**config.mk**
```make
export PLATFORM = sky130hd
export DESIGN_NAME = f8_run_supervisor
export DESIGN_NICKNAME = d
export VERILOG_FILES = /design/src/rtl/f8_run_supervisor.sv
export SDC_FILE = /design/constraint.sdc
export NUM_CORES = 1
export LEC_CHECK = 0
export CAP_MARGIN = 15
export CORE_MARGIN = 4
export CORE_UTILIZATION = 52
export DETAILED_ROUTE_END_ITERATION = 10
export PLACE_DENSITY_LB_ADDON = 0.15
export SYNTH_ARGS = -nofsm -noshare
export SYNTH_HDL_FRONTEND = slang
export SYNTH_SLANG_ARGS = --single-unit
```
**constraint.sdc**
```tcl
create_clock -name clk -period 4.05 [get_ports clk]
set_input_delay 0.81 -clock clk [delete_from_list [all_inputs] [get_ports clk]]
set_output_delay 0.81 -clock clk [all_outputs]
set_load 0.01 [all_outputs]
```
**src/rtl/f8_run_supervisor.sv**
```systemverilog
// f8 run supervisor: reset sequencing, trap watch, cycle-budget timeout.
// Option F8_RUN_SUPERVISOR_GPIO_PASS_EN: gpio0pins signature ends the run with pass.
module f8_run_supervisor #(
  parameter int          CHANNELS       = 1,
  parameter int          RESET_CYCLES   = 5,
  parameter int          TIMEOUT_CYCLES = 2045,
  parameter int          TRAP_HOLDOFF   = 5,
  parameter logic [7:0]  PASS_CODE      = 8'ha5,
  parameter int          PASS_STABLE    = 4,
  localparam int         CHW = (CHANNELS > 1) ? $clog2(CHANNELS) : 1,
  localparam int         CCW = $clog2(TIMEOUT_CYCLES + 1)
) (
  input  logic                clk,
  input  logic                power_on_reset_n,
  input  logic [CHANNELS-1:0] trap,
  input  logic [7:0]          gpio0pins,
  output logic                system_reset,
  output logic                running,
  output logic                done,
  output logic                pass,
  output logic                fail_trap,
  output logic                fail_timeout,
  output logic [CHW-1:0]      trap_channel,
  output logic [CCW-1:0]      cycle_count
);

  localparam int HW = $clog2(RESET_CYCLES + 1);
  localparam int DW = (TRAP_HOLDOFF > 0) ? $clog2(TRAP_HOLDOFF + 1) : 1;

  localparam logic [HW-1:0]  HOLD_LAST  = HW'(RESET_CYCLES - 1);
  localparam logic [DW-1:0]  DRAIN_LAST = DW'(TRAP_HOLDOFF);
  localparam logic [CCW-1:0] TMO_LAST   = CCW'(TIMEOUT_CYCLES - 1);

  typedef enum logic [1:0] {
    HOLD,
    RUN,
    DRAIN,
    DONE
  } state_t;

  state_t          state;
  logic [HW-1:0]   hold_cnt;
  logic [DW-1:0]   drain_cnt;
  logic            trap_any;
  logic [CHW-1:0]  trap_idx;
  logic            sig_hit;
  logic            tmo_pass;

  // Descending scan so the lowest set index is the last one written
  always_comb begin
    trap_idx = '0;
    for (int i = CHANNELS - 1; i >= 0; i--) begin
      if (trap[i]) trap_idx = CHW'(i);
    end
  end

  assign trap_any = |trap;

`ifdef F8_RUN_SUPERVISOR_GPIO_PASS_EN
  localparam int SW = $clog2(PASS_STABLE + 1);
  localparam logic [SW-1:0] STAB_LAST = SW'(PASS_STABLE - 1);

  logic [SW-1:0] stab_cnt;
  logic          code_ok;

  assign code_ok  = (gpio0pins == PASS_CODE);
  assign sig_hit  = code_ok && (stab_cnt == STAB_LAST);
  assign tmo_pass = 1'b0;

  always_ff @(posedge clk or negedge power_on_reset_n) begin
    if (!power_on_reset_n) begin
      stab_cnt <= '0;
    end else if (state == RUN && code_ok) begin
      if (stab_cnt != STAB_LAST) stab_cnt <= stab_cnt + 1'b1;
    end else begin
      stab_cnt <= '0;
    end
  end
`else
  logic unused_gpio;

  assign unused_gpio = ^gpio0pins;
  assign sig_hit     = 1'b0;
  assign tmo_pass    = 1'b1;
`endif

  always_ff @(posedge clk or negedge power_on_reset_n) begin
    if (!power_on_reset_n) begin
      state        <= HOLD;
      system_reset <= 1'b1;
      running      <= 1'b0;
      done         <= 1'b0;
      pass         <= 1'b0;
      fail_trap    <= 1'b0;
      fail_timeout <= 1'b0;
      trap_channel <= '0;
      cycle_count  <= '0;
      hold_cnt     <= '0;
      drain_cnt    <= '0;
    end else begin
      unique case (state)
        HOLD: begin
          if (hold_cnt == HOLD_LAST) begin
            state        <= RUN;
            system_reset <= 1'b0;
            running      <= 1'b1;
          end else begin
            hold_cnt <= hold_cnt + 1'b1;
          end
        end
        RUN: begin
          if (trap_any) begin
            state        <= DRAIN;
            running      <= 1'b0;
            fail_trap    <= 1'b1;
            trap_channel <= trap_idx;
          end else if (sig_hit) begin
            state   <= DONE;
            running <= 1'b0;
            done    <= 1'b1;
            pass    <= 1'b1;
          end else begin
            cycle_count <= cycle_count + 1'b1;
            if (cycle_count == TMO_LAST) begin
              state        <= DONE;
              running      <= 1'b0;
              done         <= 1'b1;
              pass         <= tmo_pass;
              fail_timeout <= !tmo_pass;
            end
          end
        end
        DRAIN: begin
          if (drain_cnt == DRAIN_LAST) begin
            state <= DONE;
            done  <= 1'b1;
          end else begin
            drain_cnt <= drain_cnt + 1'b1;
          end
        end
        DONE: begin
        end
        default: state <= HOLD;
      endcase
    end
  end

endmodule

```
* Word level (Yosys, flattened, before mapping)
Cells that the tools add are included.
Word-level totals: flip-flop bits (word level) 24, bits in latches 0, RAM bits 0, memory bits (read-only) 0, output and inout port bits 18, memories kept 0
Operators by class: add/subtract/negate cells 3, $mul 0, divide/modulo/power cells 0, order comparisons 0, equality and inequality tests 10, shift-type cells 0, mux-type cells 13, bitwise logic cells 3, reduce and logical (&&, ||, !) cells 13
Operator list (number):
- adder 11 x 1 -> 11 bit, second input constant | 1
- equality test 11 bit, second input constant | 1
- AND reduction 2 bit | 5
- 2-to-1 mux 2 bit | 4
- inequality test 2 bit, second input constant | 4
- AND reduction 4 bit | 2
- adder 3 x 1 -> 3 bit, second input constant | 2
- equality test 3 bit, second input constant | 2
- 2-to-1 mux 1 bit | 6
- one-hot mux 2 bit (3 select lines) | 1
- AND reduction 3 bit | 2
- one-hot mux 1 bit (2 select lines) | 2
- nonzero test 2 bit | 2
- inequality test 3 bit, second input constant | 1
- NOT 1 bit | 3
- nonzero test 3 bit | 1
- equality test 2 x 1 -> 1 bit, second input constant | 1
- equality test 2 bit, second input constant | 1
- zero test 2 bit | 1

* Longest topological paths before layout
depth after elaboration 4, gate-level depth with buffers 7, gate-level depth less buffers 6

* Least setup slack after synthesis
No wires, ideal clock.
kind input port to flip-flop, from in trap, to reg cycle_count[10], setup time 0.125 ns, arrival 1.503 ns, slack 2.422 ns, stages 5, buffers on the path 1, path through nor2b_1 buf_4 and2_1 nand4_1 xnor2_1
On the way: cells in the longest elaborated chain, start to end 2
Ends and longest elaborated chain:
- start, declared | line 15 | input logic [CHANNELS-1:0] trap,
- NOT 1 bit (no source line)
- AND reduction 2 bit (no source line)
- end signal, assigned | line 123 | cycle_count <= cycle_count + 1'b1;
- end, declared | line 24 | output logic [CCW-1:0] cycle_count
No other way between the ends. A chain may end at the register's enable or synchronous reset.

* Worst setup path after layout
from in trap, to reg cycle_count[7]
The elaborated chain is that of the path after synthesis.

==> impl_metrics.py <==
metrics = {
    "status": {
        "status": "finished, final reports clean",
    },
    "setup_path": {
        "endpoint_kind": "flip-flop",
        "crit_chain": "clkdlybuf4s50_1, nor2b_1, nand3_1, nor2_1, xor2_1",
        "path_depth": 5,
        "start_kind": "primary input",
        "cpPeakStageDelay_ns": 0.66,
        "cp_max_fo": 10,
        "crit_family": "simple AND/OR/NAND/NOR gates",
        "crit_buf_inv": 1,
        "cp_slowest_cell": "nor2b_1",
        "critical_path_required_ns": 4.29,
        "reg2regPathDepth": 6,
        "criticalPathCategory": "in -> reg",
        "cp.arrival_ns": 2.56,
    },
    "sta": {
        "holdWs_ns": 0.446,
        "rsz0062_at_grt": "no",
        "finalSetupTns_ns": 0,
        "layout_setup_ws_ns": 1.73,
        "tightest_slew_ns": 0.840,
        "fmaxAchievable_ghz": 0.431,
        "finalCriticalPeriod_ns": 2.32,
        "slew_headroom": 0.439,
        "setup_viol": 0,
        "hold_viol": 0,
        "finClkSkew_ns": 0.00408,
        "slew_violations": 0,
        "fin_crit_sh": 0.573,
    },
    "cts": {
        "cts_buffer_depth": 2,
        "cts_tree": "yes",
        "cts_resized": 0,
        "clock_latency_ns": 0.31,
        "cts.clk_slew.worst_paths_ns": 0.13,
        "htreeDepth": 1,
        "cts_buffers": 3,
        "cts_sinks": 24,
        "cts_root_buf": "clkbuf_4",
        "post_cts_buffers": 0,
        "hold_buffers": 0,
    },
    "floorplan": {
        "die_area_um2": 3150,
        "io-pin-count": 29,
        "initial_core_util": 0.545,
        "dieHeight_um": 56.1,
        "num_rows": 17,
        "core_um2": 2210,
        "die_x_um": 56.1,
    },
    "power_and_ir_drop": {
        "p_per_area_nw_per_um2": 583,
        "power.total_uw": 856,
        "power_leakage_uw": 0.000683,
        "ir_drop_mv": 0.384,
    },
    "yosys": {
        "synth_cells": 107,
        "yosys.area.top_type": "dfrtp_1",
        "ys_types": 31,
        "synth_warnings": 0,
        "synth_top_flop_cell": "dfrtp_1",
        "yosysSeqAreaShare": 0.499,
        "synth-async-reset-ratio": 1.00,
        "synth_top_area_share": 0.478,
        "syn-cell-area_um2": 1200,
        "synth_common_cells": "dfrtp_1, xnor2_1, ha_1",
        "synth.most_common_cell": "dfrtp_1",
        "syn_avg_cell_area_um2": 11.3,
        "synth_seq_cells": 24,
        "synthTopCellsByArea": "dfrtp_1, ha_1, xnor2_1",
        "synth_edf_count": 0,
    },
    "drt": {
        "initialDrtViolationCount": 3,
        "avgRoutedWirePerCell_um": 13.0,
        "drc": 0,
        "via_per_inst": 5.01,
        "ant_nets": 0,
        "drtPass1Iterations": 2,
        "vias": 782,
        "drt_wl_total_um": 2020,
    },
    "placement": {
        "portBuffers": 18,
        "dpl_worst_slack_ns": 1.44,
        "hpwl_um": 1550,
        "gp_congestion": 0.729,
    },
    "finish": {
        "utilization": 0.664,
        "fin_nets": 150,
        "areaGrowthSynthToFinish_pct": 21.9,
        "n_antenna_cell": 0,
        "drive_gt1_frac": 0.0859,
    },
    "flow_run": {
        "maxCapViolCount": 0,
    },
    "global_routing": {
        "grt_pass1_wl_um": 3670,
        "gr-total-overflow": 0,
        "antenna_found_initial": 0,
        "track_usage": 0.146,
        "grt_pass1_vias": 822,
        "grt_max_degree": 25,
    },
    "worst_hold_path": {
        "hold-path-cell-count": 2,
        "hp-class": "reg -> reg",
    },
}
-- cells in the final DEF, fill, tap and decap left out, drive strengths merged --
cell           count
dfrtp             23
clkdlybuf4s50     18
xnor2             11
ha                10
nand2             10
inv                9
nand3              6
o21ai              3
nor2               3
xor2               3
clkbuf             3
nand4              3
nor2b              2
and2               2
a21boi             2
a21oi              2
a21o               2
conb               2
and3               2
o31ai              1
nor3               1
mux2               1
a31oi              1
nand2b             1
nor4               1
a22o               1
mux2i              1
o21bai             1
bufinv             1
buf                1
dfstp              1
-- tightest hold or removal path: stages (launching register included) --
cell and delay (ns):
dfstp_2 0.39, inv_1 0.04, a31oi_1 0.03
-- kinds of logic (layout without fill, tap and decap cells) --
| logic type | count (synthesis) | in the layout | share of synthesized area |
|---|---|---|---|
| other cells | 1 | 2 | 0.00311 |
| compound gates | 13 | 13 | 0.0820 |
| xor+xnor | 14 | 14 | 0.102 |
| mux | 2 | 2 | 0.0208 |
| buf+inv | 12 | 32 | 0.0467 |
| simple gates | 31 | 31 | 0.142 |
| flops | 24 | 24 | 0.499 |
| fa+ha+maj | 10 | 10 | 0.104 |
-- final timing paths --
check / startpoint / end / slack, ns
max in group asynchronous: power_on_reset_n / cycle_count[7]$_DFFE_PN0P_ / 2.78
setup / recovery: trap / cycle_count[7]$_DFFE_PN0P_ / 1.73
hold reg to reg: system_reset$_DFFE_PN1P_ / system_reset$_DFFE_PN1P_ / 0.45
min in group asynchronous: power_on_reset_n / running$_DFFE_PN0P_ / 0.81
setup reg to reg: state[1]$_DFFE_PN0P_ / cycle_count[7]$_DFFE_PN0P_ / 1.86
hold / removal: system_reset$_DFFE_PN1P_ / system_reset$_DFFE_PN1P_ / 0.45
-- routing by layer --
layer	vias to the layer above	global-route usage	share of wire
met5	-	0	0
met4	0	0.0610	0.0094
met3	2	0.0302	0.039
met2	13	0.255	0.51
met1	375	0.172	0.45
li1	392	-	-
-- sequential cells by signal, summed over array words and instances, names as in the netlist --
signal and flops:
cycle_count 11, drain_cnt 3, hold_cnt 3, state 2, done 1, fail_trap 1
pass 1, running 1, system_reset 1
-- area by class of cell --
cell class / instances / area (um2)
fill: 191 / 743
sequential: 24 / 602
multi-input combinational: 72 / 551
timing repair buffer: 19 / 195
tap: 28 / 35.0
inverter: 9 / 33.8
clock inverter: 1 / 30.0
clock buffer: 3 / 22.5
-- through the flow --
stage | cell area, um2 | std cells
floorplan | 1210 | 108
global placement | 1400 | 151
detailed placement | 1400 | 151
CTS | 1450 | 155
global route | 1470 | 156
finish | 1470 | 156
-- power by group --
group	switching, uW	internal, uW
logic	155	174
clock network	69.6	100
registers	57.3	300
total	282	574
No activity file was read; power rests on OpenSTA's default activity.
